$ cat src/rtl/wave_monitor_pkg.sv
// wave_monitor_pkg: shared types and defaults for the wave_monitor sample-stream receiver.
//   wm_state_t  : capture FSM states
//   WM_MID      : default crossing threshold
//   WM_HYST     : default hysteresis half-band
//   wm_result_t : latched capture result (period, min, max, overflow)
// The result struct is sized for the widest supported configuration
// (PERIOD_W <= WM_PERIOD_W, SAMPLE_W <= WM_SAMPLE_W).
package wave_monitor_pkg;

    localparam int unsigned WM_SAMPLE_W = 8;
    localparam int unsigned WM_PERIOD_W = 16;
    localparam int unsigned WM_MID      = 128;
    localparam int unsigned WM_HYST     = 4;

    typedef enum logic [2:0] {
        WM_IDLE    = 3'd0,
        WM_ARM     = 3'd1,
        WM_SYNC    = 3'd2,
        WM_MEASURE = 3'd3,
        WM_REPORT  = 3'd4
    } wm_state_t;

    typedef struct packed {
        logic [WM_PERIOD_W-1:0] period;
        logic [WM_SAMPLE_W-1:0] min_val;
        logic [WM_SAMPLE_W-1:0] max_val;
        logic                   overflow;
    } wm_result_t;

endpackage

$ cat src/rtl/wave_crossing_det.sv
// wave_crossing_det: threshold compare plus arm/disarm flag for rising-crossing detection.
// A low sample arms the detector; a high sample while armed is a rising crossing and disarms it.
// Configuration macro WAVE_MONITOR_HYST_EN: when defined, low < MID-HYST and high >= MID+HYST;
// otherwise low < MID and high >= MID (HYST ignored).
// Ports:
//   clk, rst_n : clock, synchronous active-low reset
//   en_i       : detector active; low clears the armed flag
//   sample_i   : incoming sample
//   valid_i    : sample_i valid this cycle
//   low_c      : valid low sample (combinational)
//   rise_c     : rising crossing on this sample (combinational)
module wave_crossing_det
    import wave_monitor_pkg::*;
#(
    parameter int unsigned SAMPLE_W = WM_SAMPLE_W,
    parameter int unsigned MID      = WM_MID,
    parameter int unsigned HYST     = WM_HYST
) (
    input  logic                clk,
    input  logic                rst_n,
    input  logic                en_i,
    input  logic [SAMPLE_W-1:0] sample_i,
    input  logic                valid_i,
    output logic                low_c,
    output logic                rise_c
);

`ifdef WAVE_MONITOR_HYST_EN
    localparam bit HYST_ON = 1'b1;
`else
    localparam bit HYST_ON = 1'b0;
`endif

    // Extra headroom so MID+HYST never wraps against a full-scale sample.
    localparam int unsigned TH_W     = SAMPLE_W + 2;
    localparam int unsigned HYST_EFF = HYST_ON ? HYST : 0;
    localparam int unsigned LO_TH_I  = (MID > HYST_EFF) ? (MID - HYST_EFF) : 0;
    localparam int unsigned HI_TH_I  = MID + HYST_EFF;
    localparam logic [TH_W-1:0] LO_TH = TH_W'(LO_TH_I);
    localparam logic [TH_W-1:0] HI_TH = TH_W'(HI_TH_I);

    logic            armed_q;
    logic            armed_d;
    logic [TH_W-1:0] sample_ext;
    logic            is_low;
    logic            is_high;

    // Unsigned threshold compare.
    always_comb begin
        sample_ext = TH_W'(sample_i);
        is_low     = (sample_ext < LO_TH);
        is_high    = (sample_ext >= HI_TH);
    end

    // Arm on low, fire and disarm on high-while-armed.
    always_comb begin
        armed_d = armed_q;
        low_c   = 1'b0;
        rise_c  = 1'b0;
        if (!en_i) begin
            armed_d = 1'b0;
        end else if (valid_i) begin
            if (armed_q && is_high) begin
                rise_c  = 1'b1;
                armed_d = 1'b0;
            end else if (is_low) begin
                low_c   = 1'b1;
                armed_d = 1'b1;
            end
        end
    end

    always_ff @(posedge clk) begin
        if (!rst_n) begin
            armed_q <= 1'b0;
        end else begin
            armed_q <= armed_d;
        end
    end

endmodule

$ cat src/rtl/wave_monitor.sv
// wave_monitor: measures one full waveform period per capture (sample count, min, max)
// and presents the result on a valid/ready port.
// Configuration macro WAVE_MONITOR_HYST_EN (see wave_crossing_det) enables hysteresis.
// Ports:
//   clk, rst_n    : clock, synchronous active-low reset
//   ena           : block enable; low returns to IDLE and discards any pending result
//   sample_in     : incoming sample, qualified by sample_valid (no backpressure)
//   res_valid     : result available; res_ready accepts it
//   res_period    : valid samples per period (saturates at all-ones)
//   res_min/max   : min / max sample in the measured window
//   res_overflow  : period counter saturated before the closing crossing
//   busy          : high in every state except IDLE
module wave_monitor
    import wave_monitor_pkg::*;
#(
    parameter int unsigned SAMPLE_W = WM_SAMPLE_W,
    parameter int unsigned PERIOD_W = WM_PERIOD_W,
    parameter int unsigned MID      = WM_MID,
    parameter int unsigned HYST     = WM_HYST
) (
    input  logic                clk,
    input  logic                rst_n,
    input  logic                ena,
    input  logic [SAMPLE_W-1:0] sample_in,
    input  logic                sample_valid,
    output logic                res_valid,
    input  logic                res_ready,
    output logic [PERIOD_W-1:0] res_period,
    output logic [SAMPLE_W-1:0] res_min,
    output logic [SAMPLE_W-1:0] res_max,
    output logic                res_overflow,
    output logic                busy
);

    localparam logic [PERIOD_W-1:0] CNT_MAX = '1;

    wm_state_t           state_q, state_d;
    logic [PERIOD_W-1:0] cnt_q, cnt_d;
    logic [SAMPLE_W-1:0] min_q, min_d;
    logic [SAMPLE_W-1:0] max_q, max_d;
    wm_result_t          res_q, res_d;
    logic                res_valid_q, res_valid_d;
    logic                busy_q, busy_d;

    logic                det_en_c;
    logic                low_c;
    logic                rise_c;
    logic [PERIOD_W-1:0] cnt_inc_c;
    logic [SAMPLE_W-1:0] min_nx_c;
    logic [SAMPLE_W-1:0] max_nx_c;

    // Detector only tracks samples in the states that consume them; IDLE/REPORT clear it.
    always_comb begin
        det_en_c = ena && ((state_q == WM_ARM) || (state_q == WM_SYNC) ||
                           (state_q == WM_MEASURE));
    end

    wave_crossing_det #(
        .SAMPLE_W (SAMPLE_W),
        .MID      (MID),
        .HYST     (HYST)
    ) u_det (
        .clk      (clk),
        .rst_n    (rst_n),
        .en_i     (det_en_c),
        .sample_i (sample_in),
        .valid_i  (sample_valid),
        .low_c    (low_c),
        .rise_c   (rise_c)
    );

    // Saturating count and running min/max including the current sample.
    always_comb begin
        cnt_inc_c = (cnt_q == CNT_MAX) ? cnt_q : (cnt_q + PERIOD_W'(1));
        min_nx_c  = (sample_in < min_q) ? sample_in : min_q;
        max_nx_c  = (sample_in > max_q) ? sample_in : max_q;
    end

    // Next-state and result latch.
    always_comb begin
        state_d     = state_q;
        cnt_d       = cnt_q;
        min_d       = min_q;
        max_d       = max_q;
        res_d       = res_q;
        res_valid_d = res_valid_q;
        busy_d      = 1'b0;

        if (!ena) begin
            state_d     = WM_IDLE;
            cnt_d       = '0;
            min_d       = '1;
            max_d       = '0;
            res_d       = '0;
            res_valid_d = 1'b0;
        end else begin
            case (state_q)
                WM_IDLE: begin
                    state_d = WM_ARM;
                end
                WM_ARM: begin
                    if (low_c) begin
                        state_d = WM_SYNC;
                    end
                end
                WM_SYNC: begin
                    if (rise_c) begin
                        state_d = WM_MEASURE;
                        cnt_d   = '0;
                        min_d   = '1;
                        max_d   = '0;
                    end
                end
                WM_MEASURE: begin
                    if (sample_valid) begin
                        cnt_d = cnt_inc_c;
                        min_d = min_nx_c;
                        max_d = max_nx_c;
                        // Closing crossing wins over a coincident saturation.
                        if (rise_c || (cnt_inc_c == CNT_MAX)) begin
                            state_d        = WM_REPORT;
                            res_valid_d    = 1'b1;
                            res_d.period   = WM_PERIOD_W'(cnt_inc_c);
                            res_d.min_val  = WM_SAMPLE_W'(min_nx_c);
                            res_d.max_val  = WM_SAMPLE_W'(max_nx_c);
                            res_d.overflow = !rise_c;
                        end
                    end
                end
                WM_REPORT: begin
                    if (res_valid_q && res_ready) begin
                        state_d     = WM_ARM;
                        res_valid_d = 1'b0;
                    end
                end
                default: begin
                    state_d = WM_IDLE;
                end
            endcase
        end

        busy_d = (state_d != WM_IDLE);
    end

    always_ff @(posedge clk) begin
        if (!rst_n) begin
            state_q     <= WM_IDLE;
            cnt_q       <= '0;
            min_q       <= '1;
            max_q       <= '0;
            res_q       <= '0;
            res_valid_q <= 1'b0;
            busy_q      <= 1'b0;
        end else begin
            state_q     <= state_d;
            cnt_q       <= cnt_d;
            min_q       <= min_d;
            max_q       <= max_d;
            res_q       <= res_d;
            res_valid_q <= res_valid_d;
            busy_q      <= busy_d;
        end
    end

    assign res_valid    = res_valid_q;
    assign res_period   = PERIOD_W'(res_q.period);
    assign res_min      = SAMPLE_W'(res_q.min_val);
    assign res_max      = SAMPLE_W'(res_q.max_val);
    assign res_overflow = res_q.overflow;
    assign busy         = busy_q;

endmodule

$ cat config.mk
export PLATFORM = sky130hd
export DESIGN_NAME = wave_monitor
export DESIGN_NICKNAME = d
export VERILOG_FILES = /design/src/rtl/wave_monitor_pkg.sv /design/src/rtl/wave_crossing_det.sv /design/src/rtl/wave_monitor.sv
export SDC_FILE = /design/constraint.sdc
export NUM_CORES = 1
export LEC_CHECK = 0
export CAP_MARGIN = 0
export CORE_ASPECT_RATIO = 0.8
export CORE_MARGIN = 2
export CORE_UTILIZATION = 60
export DETAILED_ROUTE_END_ITERATION = 10
export PLACE_DENSITY = 0.83
export SLEW_MARGIN = 10
export SYNTH_ARGS = -nofsm -noshare
export SYNTH_HDL_FRONTEND = slang
export SYNTH_SLANG_ARGS = --single-unit
$ cat constraint.sdc
create_clock -name clk -period 5.9 [get_ports clk]
set_input_delay 1.77 -clock clk [delete_from_list [all_inputs] [get_ports clk]]
set_output_delay 1.77 -clock clk [all_outputs]
set_load 0.01 [all_outputs]
==> impl_metrics.prom, run 1 <==
# TYPE chip_impl_metric gauge
chip_impl_metric{name="synth-seq-area-share",unit=""} 0.359
chip_impl_metric{name="diodes",unit=""} 0
chip_impl_metric{name="grt.overflow.total",unit=""} 0
chip_impl_metric{name="synth_edf_count",unit=""} 0
chip_impl_metric{name="setup_violations",unit=""} 0
chip_impl_metric{name="max-clock-path-buffers",unit=""} 2
chip_impl_metric{name="swShare",unit=""} 0.248
chip_impl_metric{name="maxCapViolCount",unit=""} 0
chip_impl_metric{name="cts_inserted_buffers",unit=""} 9
chip_impl_metric{name="synth_largest_type_area_fraction",unit=""} 0.359
chip_impl_metric{name="p_comb_frac",unit=""} 0.061
chip_impl_info{name="post_synth_main_area_contributors",value="dfxtp_1 (36%), mux2i_1 (7.6%), ha_1 (5.1%)"} 1
chip_impl_metric{name="first_global_vias",unit=""} 3274
chip_impl_metric{name="buffer_ports.inserted",unit=""} 47
chip_impl_metric{name="global_route_wire_length_before_repair",unit="um"} 16500
chip_impl_metric{name="cp_data_required_time",unit="ns"} 6.15
chip_impl_metric{name="die_w",unit="um"} 94.9
chip_impl_metric{name="fp.coreArea",unit="sq mm"} 0.00638
chip_impl_info{name="holdCritPathClass",value="reg2reg"} 1
chip_impl_metric{name="total_leakage_power",unit="nW"} 1.76
chip_impl_metric{name="yosys.cell_types.count",unit=""} 57
chip_impl_metric{name="final.setup.tns",unit="ns"} 0
chip_impl_metric{name="source_to_sink_clock_delay_at_the_later_pin_of_the_worst_skew_pair",unit="ns"} 0.35
chip_impl_metric{name="ctsHoldBuffers",unit=""} 0
chip_impl_metric{name="ir_drop",unit="mV"} 0.138
chip_impl_metric{name="final.min_clock_period",unit="ns"} 4.31
chip_impl_metric{name="timing_max_transition_violations_final",unit=""} 0
chip_impl_metric{name="die_height",unit="um"} 76.7
chip_impl_metric{name="fin_crit_share",unit=""} 0.730
chip_impl_metric{name="timing.fmax",unit="GHz"} 0.232
chip_impl_metric{name="power.density",unit="mW/mm^2"} 200
chip_impl_metric{name="track_usage",unit=""} 0.289
chip_impl_metric{name="fin_skew",unit="ns"} 0.00899
chip_impl_metric{name="drt_wl_total",unit="um"} 10100
chip_impl_metric{name="initial_core_util",unit=""} 0.621
chip_impl_info{name="clock_tree_from_tritoncts",value="yes"} 1
chip_impl_metric{name="clock_sink_count",unit=""} 71
chip_impl_metric{name="area_overhead_of_the_layout_relative_to_synthesis",unit="%"} 17.1
chip_impl_metric{name="yosys_register_bits",unit=""} 71
chip_impl_info{name="run_status",value="finished, final reports clean"} 1
chip_impl_metric{name="async_flop_share",unit=""} 0
chip_impl_metric{name="synthesized_instance_count",unit=""} 450
chip_impl_metric{name="crit_fanout",unit=""} 22
chip_impl_metric{name="ys_warn_count",unit=""} 0
chip_impl_metric{name="switchingPower",unit="mW"} 0.230
chip_impl_metric{name="vias_per_cell",unit=""} 6.27
chip_impl_metric{name="row_count",unit=""} 26
chip_impl_metric{name="top_level_ports",unit=""} 48
chip_impl_metric{name="synth.net_count",unit=""} 479
chip_impl_info{name="crit_type",value="in2reg"} 1
chip_impl_info{name="postSynth.topFlopCell",value="dfxtp_1"} 1
chip_impl_metric{name="layout-drive-gt1-share",unit=""} 0.102
chip_impl_metric{name="deepest_level_of_the_cts_h_tree",unit=""} 3
chip_impl_metric{name="cts.clk_slew.worst_paths",unit="ns"} 0.08
chip_impl_info{name="cp-start-kind",value="input port"} 1
chip_impl_metric{name="fin_worst_hold_slack",unit="ns"} 0.449
chip_impl_metric{name="nNetsFinal",unit=""} 513
chip_impl_metric{name="power.internal",unit="mW"} 0.696
chip_impl_metric{name="p_seq_frac",unit=""} 0.519
chip_impl_metric{name="route.antenna.remaining_nets",unit=""} 0
chip_impl_metric{name="grt_max_degree",unit=""} 32
chip_impl_metric{name="num_vias",unit=""} 3595
chip_impl_metric{name="post_layout_nonfiller_instances",unit=""} 573
chip_impl_metric{name="routedWlPerCell",unit="um"} 17.6
chip_impl_metric{name="drc",unit=""} 0
chip_impl_info{name="mostFrequentLayoutCell",value="dfxtp_1"} 1
chip_impl_metric{name="power.share.clock",unit=""} 0.421
chip_impl_info{name="worstSetupEndpointType",value="register"} 1
chip_impl_metric{name="timing.final.hold_violations",unit=""} 0
chip_impl_metric{name="die-area",unit="sq mm"} 0.00727
chip_impl_metric{name="dp_hpwl",unit="um"} 7080
chip_impl_metric{name="cp_data_arrival_time",unit="ns"} 4.55
chip_impl_metric{name="post-cts-setup-buffers",unit=""} 0
chip_impl_metric{name="drt_pre_antenna_iters",unit=""} 5
chip_impl_info{name="layout_common_cells",value="dfxtp_1 (71), clkdlybuf4s50_1 (47), nand2_1 (45), nor2_1 (37), mux2i_1 (30)"} 1
chip_impl_metric{name="summed_instance_area_of_the_synthesized_netlist",unit="sq mm"} 0.00396
chip_impl_metric{name="tightest_slew",unit="ns"} 0.853
chip_impl_metric{name="antenna_found_initial",unit=""} 0
chip_impl_metric{name="post_cts_resized",unit=""} 0
chip_impl_metric{name="replace_congestion",unit=""} 0.883
chip_impl_info{name="cts_root_buf",value="clkbuf_8"} 1
chip_impl_metric{name="fillers",unit=""} 499
chip_impl_metric{name="drt_iter0_markers",unit=""} 288
chip_impl_info{name="synth_top_cell_by_area",value="dfxtp_1"} 1
chip_impl_metric{name="postSynthAreaPerCell",unit="sq um"} 8.81
chip_impl_metric{name="timing.slew.headroom",unit=""} 0.432
chip_impl_metric{name="numPlacedInstances",unit=""} 557
chip_impl_info{name="grt_setup_unrepaired",value="no"} 1
[critical path: stages]
cell	delay [ns]
clkdlybuf4s50_1	0.63
nand2_1	0.11
or4b_1	0.54
or2_2	0.50
and2_1	0.39
buf_4	0.31
o31ai_2	0.29
[layer usage]
metal / track usage / up-vias / part of all wire
li1: - / 1718 / -
met1: 0.416 / 1686 / 0.46
met2: 0.420 / 163 / 0.44
met3: 0.0786 / 28 / 0.083
met4: 0.0899 / 0 / 0.021
met5: 0 / - / 0
[synthesized netlist by cell type (2+ instances only)]
library cell	count
a211oi_1	9
a21boi_0	2
a21o_1	7
a21oi_1	20
a22oi_1	15
a31o_1	9
a41oi_1	3
and2_1	2
and3_1	4
buf_1	3
buf_2	5
buf_6	3
clkbuf_1	20
dfxtp_1	71
ha_1	16
inv_1	23
mux2_1	4
mux2i_1	30
nand2_1	45
nand2b_1	5
nand3_1	12
nand4_1	10
nand4_2	2
nand4_4	3
nor2_1	37
nor2b_1	3
nor3_1	13
nor4_2	2
o211ai_1	4
o21ai_0	16
o31ai_1	2
o31ai_2	9
o32ai_1	8
or2_2	2
or3_1	5
xnor2_1	3
xor2_1	3
[through the flow]
stage               power, mW  utilization  worst slack (ns)  area (sq um)
finish                  0.926        0.728              1.59          4640
global route            0.959        0.728              1.48          4640
CTS                     0.928        0.728              1.64          4640
detailed placement      0.546        0.697              1.32          4450
global placement        0.544        0.697              1.45          4450
floorplan               0.523            -              2.10          3960
[power by group through the flow]
stage | registers [mW] | logic, mW | clock network [mW]
2_1_floorplan | 0.492 | 0.0313 | 0
3_3_place_gp | 0.492 | 0.0527 | 0
3_5_place_dp | 0.492 | 0.0544 | 0
4_1_cts | 0.480 | 0.0550 | 0.393
5_1_grt | 0.480 | 0.0616 | 0.417
6_report | 0.480 | 0.0561 | 0.390
[cell type report]
type / instances / area, sq um / share of cell area
clock buffers: 9 / 124 / 0.0267
clock inverters: 7 / 71.3 / 0.0154
inverters: 23 / 86.3 / 0.0186
multi-input cells: 324 / 2300 / 0.496
flip-flops and latches: 71 / 1420 / 0.306
well taps: 84 / 105 / 0.0226
repair buffers: 55 / 531 / 0.114
[flip-flops by register name, indices dropped and copies added (netlist names)]
name and count:
state_q 3, cnt_q 16, res_max 8, res_valid 1, u_det.armed_q 1, res_min 8, max_q 8, res_overflow 1
min_q 8, res_period 16, busy 1
[worst paths after layout]
path | start | endpoint | slack (ns) | depth (start not counted)
worst max register to register | cnt_q[0] | res_min[3] | 2.16 | 10
worst min-delay path | res_overflow | res_overflow | 0.45 | 2
worst max-delay path | sample_in[7] | res_min[3] | 1.59 | 7
worst min register to register | res_overflow | res_overflow | 0.45 | 2
[cell families (layout without fill, tap and decap cells)]
group | Yosys count | after routing | synth area share
buffers and inverters | 55 | 94 | 0.0603
AO/OA/AOI/OAI | 113 | 113 | 0.216
adder cells (fa/ha/maj) | 16 | 16 | 0.0505
XOR/XNOR | 6 | 6 | 0.0133
flip-flops | 71 | 71 | 0.359
multiplexers | 34 | 34 | 0.0871
AND/OR/NAND/NOR | 155 | 155 | 0.214
(Power assumes the default switching activity.)
==> run 2, diff against run 1 <==
Settings changed: CORE_UTILIZATION 60 to 56, PLACE_DENSITY 0.83 to 0.78.
Clock period 5.9 ns to 4.1 ns, I/O delays scaled along.
==> run 2 against run 1 <==
Final area grew 2.6%. Utilization fell by 3.4 points. Power is 52% higher. Sequential share of layout area fell by 0.76 points. Via count up 1.3%. Clock skew grew 0.0014 ns. Sequential power up 44%. Wire length up 1.2%. Sequential cell count is the same. Count of clock-buffer cells in the layout rose by 1. Global-route usage decreased by 2.5 points. Critical path type unchanged. Critical endpoint is now min_q[1]. Largest cell class unchanged.
==> impl_metrics.prom, run 2 (synthesis gave the netlist of run 1 again) <==
# TYPE chip_impl_metric gauge
chip_impl_metric{name="timing.fmax",unit="GHz"} 0.289
chip_impl_metric{name="total_area_of_multi_input_combinational_cells",unit="sq mm"} 0.00230
chip_impl_metric{name="ir_drop",unit="mV"} 0.231
chip_impl_metric{name="tightest_slew",unit="ns"} 0.932
chip_impl_metric{name="cp_data_required_time",unit="ns"} 4.38
chip_impl_info{name="cp-start-kind",value="input port"} 1
chip_impl_metric{name="num_vias",unit=""} 3640
chip_impl_info{name="layout_common_cells",value="dfxtp_1 (71), clkdlybuf4s50_1 (47), nand2_1 (45), nor2_1 (37), mux2i_1 (30)"} 1
chip_impl_info{name="holdCritPathClass",value="reg2reg"} 1
chip_impl_metric{name="total_leakage_power",unit="nW"} 1.83
chip_impl_metric{name="regArea",unit="sq mm"} 0.00142
chip_impl_metric{name="vias_per_cell",unit=""} 6.19
chip_impl_metric{name="drt_iter0_markers",unit=""} 358
chip_impl_metric{name="first_global_vias",unit=""} 3317
chip_impl_metric{name="grt_max_degree",unit=""} 54
chip_impl_metric{name="track_usage",unit=""} 0.264
chip_impl_metric{name="diodes",unit=""} 0
chip_impl_metric{name="die_height",unit="um"} 79.2
chip_impl_info{name="mostFrequentLayoutCell",value="dfxtp_1"} 1
chip_impl_metric{name="drt_wl_total",unit="um"} 10200
chip_impl_metric{name="top_level_ports",unit=""} 48
chip_impl_metric{name="fin_worst_hold_slack",unit="ns"} 0.449
chip_impl_info{name="cts_root_buf",value="clkbuf_8"} 1
chip_impl_metric{name="area_overhead_of_the_layout_relative_to_synthesis",unit="%"} 20.1
chip_impl_info{name="crit_type",value="in2reg"} 1
chip_impl_metric{name="fin_skew",unit="ns"} 0.0104
chip_impl_metric{name="post-cts-setup-buffers",unit=""} 0
chip_impl_metric{name="dp_worst_setup_slack",unit="ns"} 0.363
chip_impl_metric{name="timing_max_transition_violations_final",unit=""} 0
chip_impl_metric{name="final.setup.tns",unit="ns"} 0
chip_impl_info{name="grt_setup_unrepaired",value="no"} 1
chip_impl_metric{name="fin_ws",unit="ns"} 0.636
chip_impl_metric{name="antenna_found_initial",unit=""} 0
chip_impl_metric{name="grt.overflow.total",unit=""} 0
chip_impl_metric{name="source_to_sink_clock_delay_at_the_later_pin_of_the_worst_skew_pair",unit="ns"} 0.35
chip_impl_metric{name="max-clock-path-buffers",unit=""} 2
chip_impl_metric{name="maxCapViolCount",unit=""} 0
chip_impl_metric{name="setup_violations",unit=""} 0
chip_impl_metric{name="cts.clk_slew.worst_paths",unit="ns"} 0.07
chip_impl_metric{name="placed_area",unit="sq mm"} 0.00454
chip_impl_metric{name="die_w",unit="um"} 98.0
chip_impl_metric{name="route.antenna.remaining_nets",unit=""} 0
chip_impl_metric{name="fillers",unit=""} 559
chip_impl_metric{name="cts_inserted_buffers",unit=""} 9
chip_impl_metric{name="routedWlPerCell",unit="um"} 17.4
chip_impl_metric{name="layout-drive-gt1-share",unit=""} 0.122
chip_impl_metric{name="crit_fanout",unit=""} 10
chip_impl_metric{name="dp_hpwl",unit="um"} 7050
chip_impl_metric{name="clock_sink_count",unit=""} 71
chip_impl_metric{name="cp_data_arrival_time",unit="ns"} 3.75
chip_impl_info{name="clock_tree_from_tritoncts",value="yes"} 1
chip_impl_metric{name="row_count",unit=""} 27
chip_impl_metric{name="timing.slew.headroom",unit=""} 0.377
chip_impl_metric{name="replace_congestion",unit=""} 0.936
chip_impl_metric{name="drc",unit=""} 0
chip_impl_metric{name="buffer_ports.inserted",unit=""} 47
chip_impl_metric{name="deepest_level_of_the_cts_h_tree",unit=""} 3
chip_impl_info{name="worstSetupEndpointType",value="register"} 1
chip_impl_metric{name="final.min_clock_period",unit="ns"} 3.46
chip_impl_metric{name="final_cell_area",unit="sq mm"} 0.00476
chip_impl_metric{name="post_layout_nonfiller_instances",unit=""} 588
chip_impl_metric{name="power.density",unit="mW/mm^2"} 296
chip_impl_metric{name="drt_pre_antenna_iters",unit=""} 5
chip_impl_metric{name="global_route_wire_length_before_repair",unit="um"} 16400
chip_impl_metric{name="fp.coreArea",unit="sq mm"} 0.00686
chip_impl_metric{name="initial_core_util",unit=""} 0.578
chip_impl_metric{name="timing.final.hold_violations",unit=""} 0
chip_impl_metric{name="die-area",unit="sq mm"} 0.00777
chip_impl_metric{name="fin_crit_share",unit=""} 0.845
chip_impl_metric{name="nNetsFinal",unit=""} 525
chip_impl_metric{name="ctsHoldBuffers",unit=""} 0
chip_impl_metric{name="post_cts_resized",unit=""} 0
chip_impl_metric{name="report.power.total",unit="mW"} 1.41
chip_impl_info{name="run_status",value="finished, final reports clean"} 1
chip_impl_metric{name="numPlacedInstances",unit=""} 572
chip_impl_metric{name="final_util",unit=""} 0.694
## run 2: cell types whose count changed in the layout (fill, tap and decap cells not counted)
cell        delta
clkinv_2       -2
inv_6          +1
bufinv_16      +1
clkbuf_1       +1
clkinvlp_4     -1
buf_4         +12
## run 2: worst max-delay path, stage by stage
cell,delay [ns]
clkdlybuf4s50_1,0.54
nand2b_1,0.09
or4b_1,0.59
nor3b_1,0.30
nor2_1,0.27
a41oi_2,0.46
o32ai_1,0.17
nand2_1,0.10
## run 2: where the power goes
part | total [mW] | internal [mW] | switching [mW]
Combinational | 0.0870 | 0.0365 | 0.0505
Sequential | 0.691 | 0.690 | 0.000965
Clock | 0.629 | 0.347 | 0.281
## run 2: layer usage
| metal | part of all wire | vias up | track usage |
|---|---|---|---|
| met1 | 0.45 | 1706 | 0.356 |
| met5 | 0 | - | 0 |
| met4 | 0.013 | 0 | 0.0792 |
| met2 | 0.45 | 179 | 0.418 |
| met3 | 0.083 | 16 | 0.0687 |
| li1 | - | 1739 | - |
## run 2: final cells by class
cell class                      count  share of cell area
Clock inverter                      6              0.0195
Timing Repair Buffer               67               0.130
Sequential cell                    71               0.299
Multi-Input combinational cell    324               0.484
Inverter                           23              0.0181
Tap cell                           87              0.0229
Clock buffer                       10              0.0268
## run 2: final timing paths
check          startpoint       endpoint  slack [ns]  depth (start not counted)
max                   ena       min_q[1]        0.64                          8
min          res_overflow   res_overflow        0.45                          2
max reg2reg      cnt_q[0]  res_period[9]        0.79                         10
min reg2reg  res_overflow   res_overflow        0.45                          2
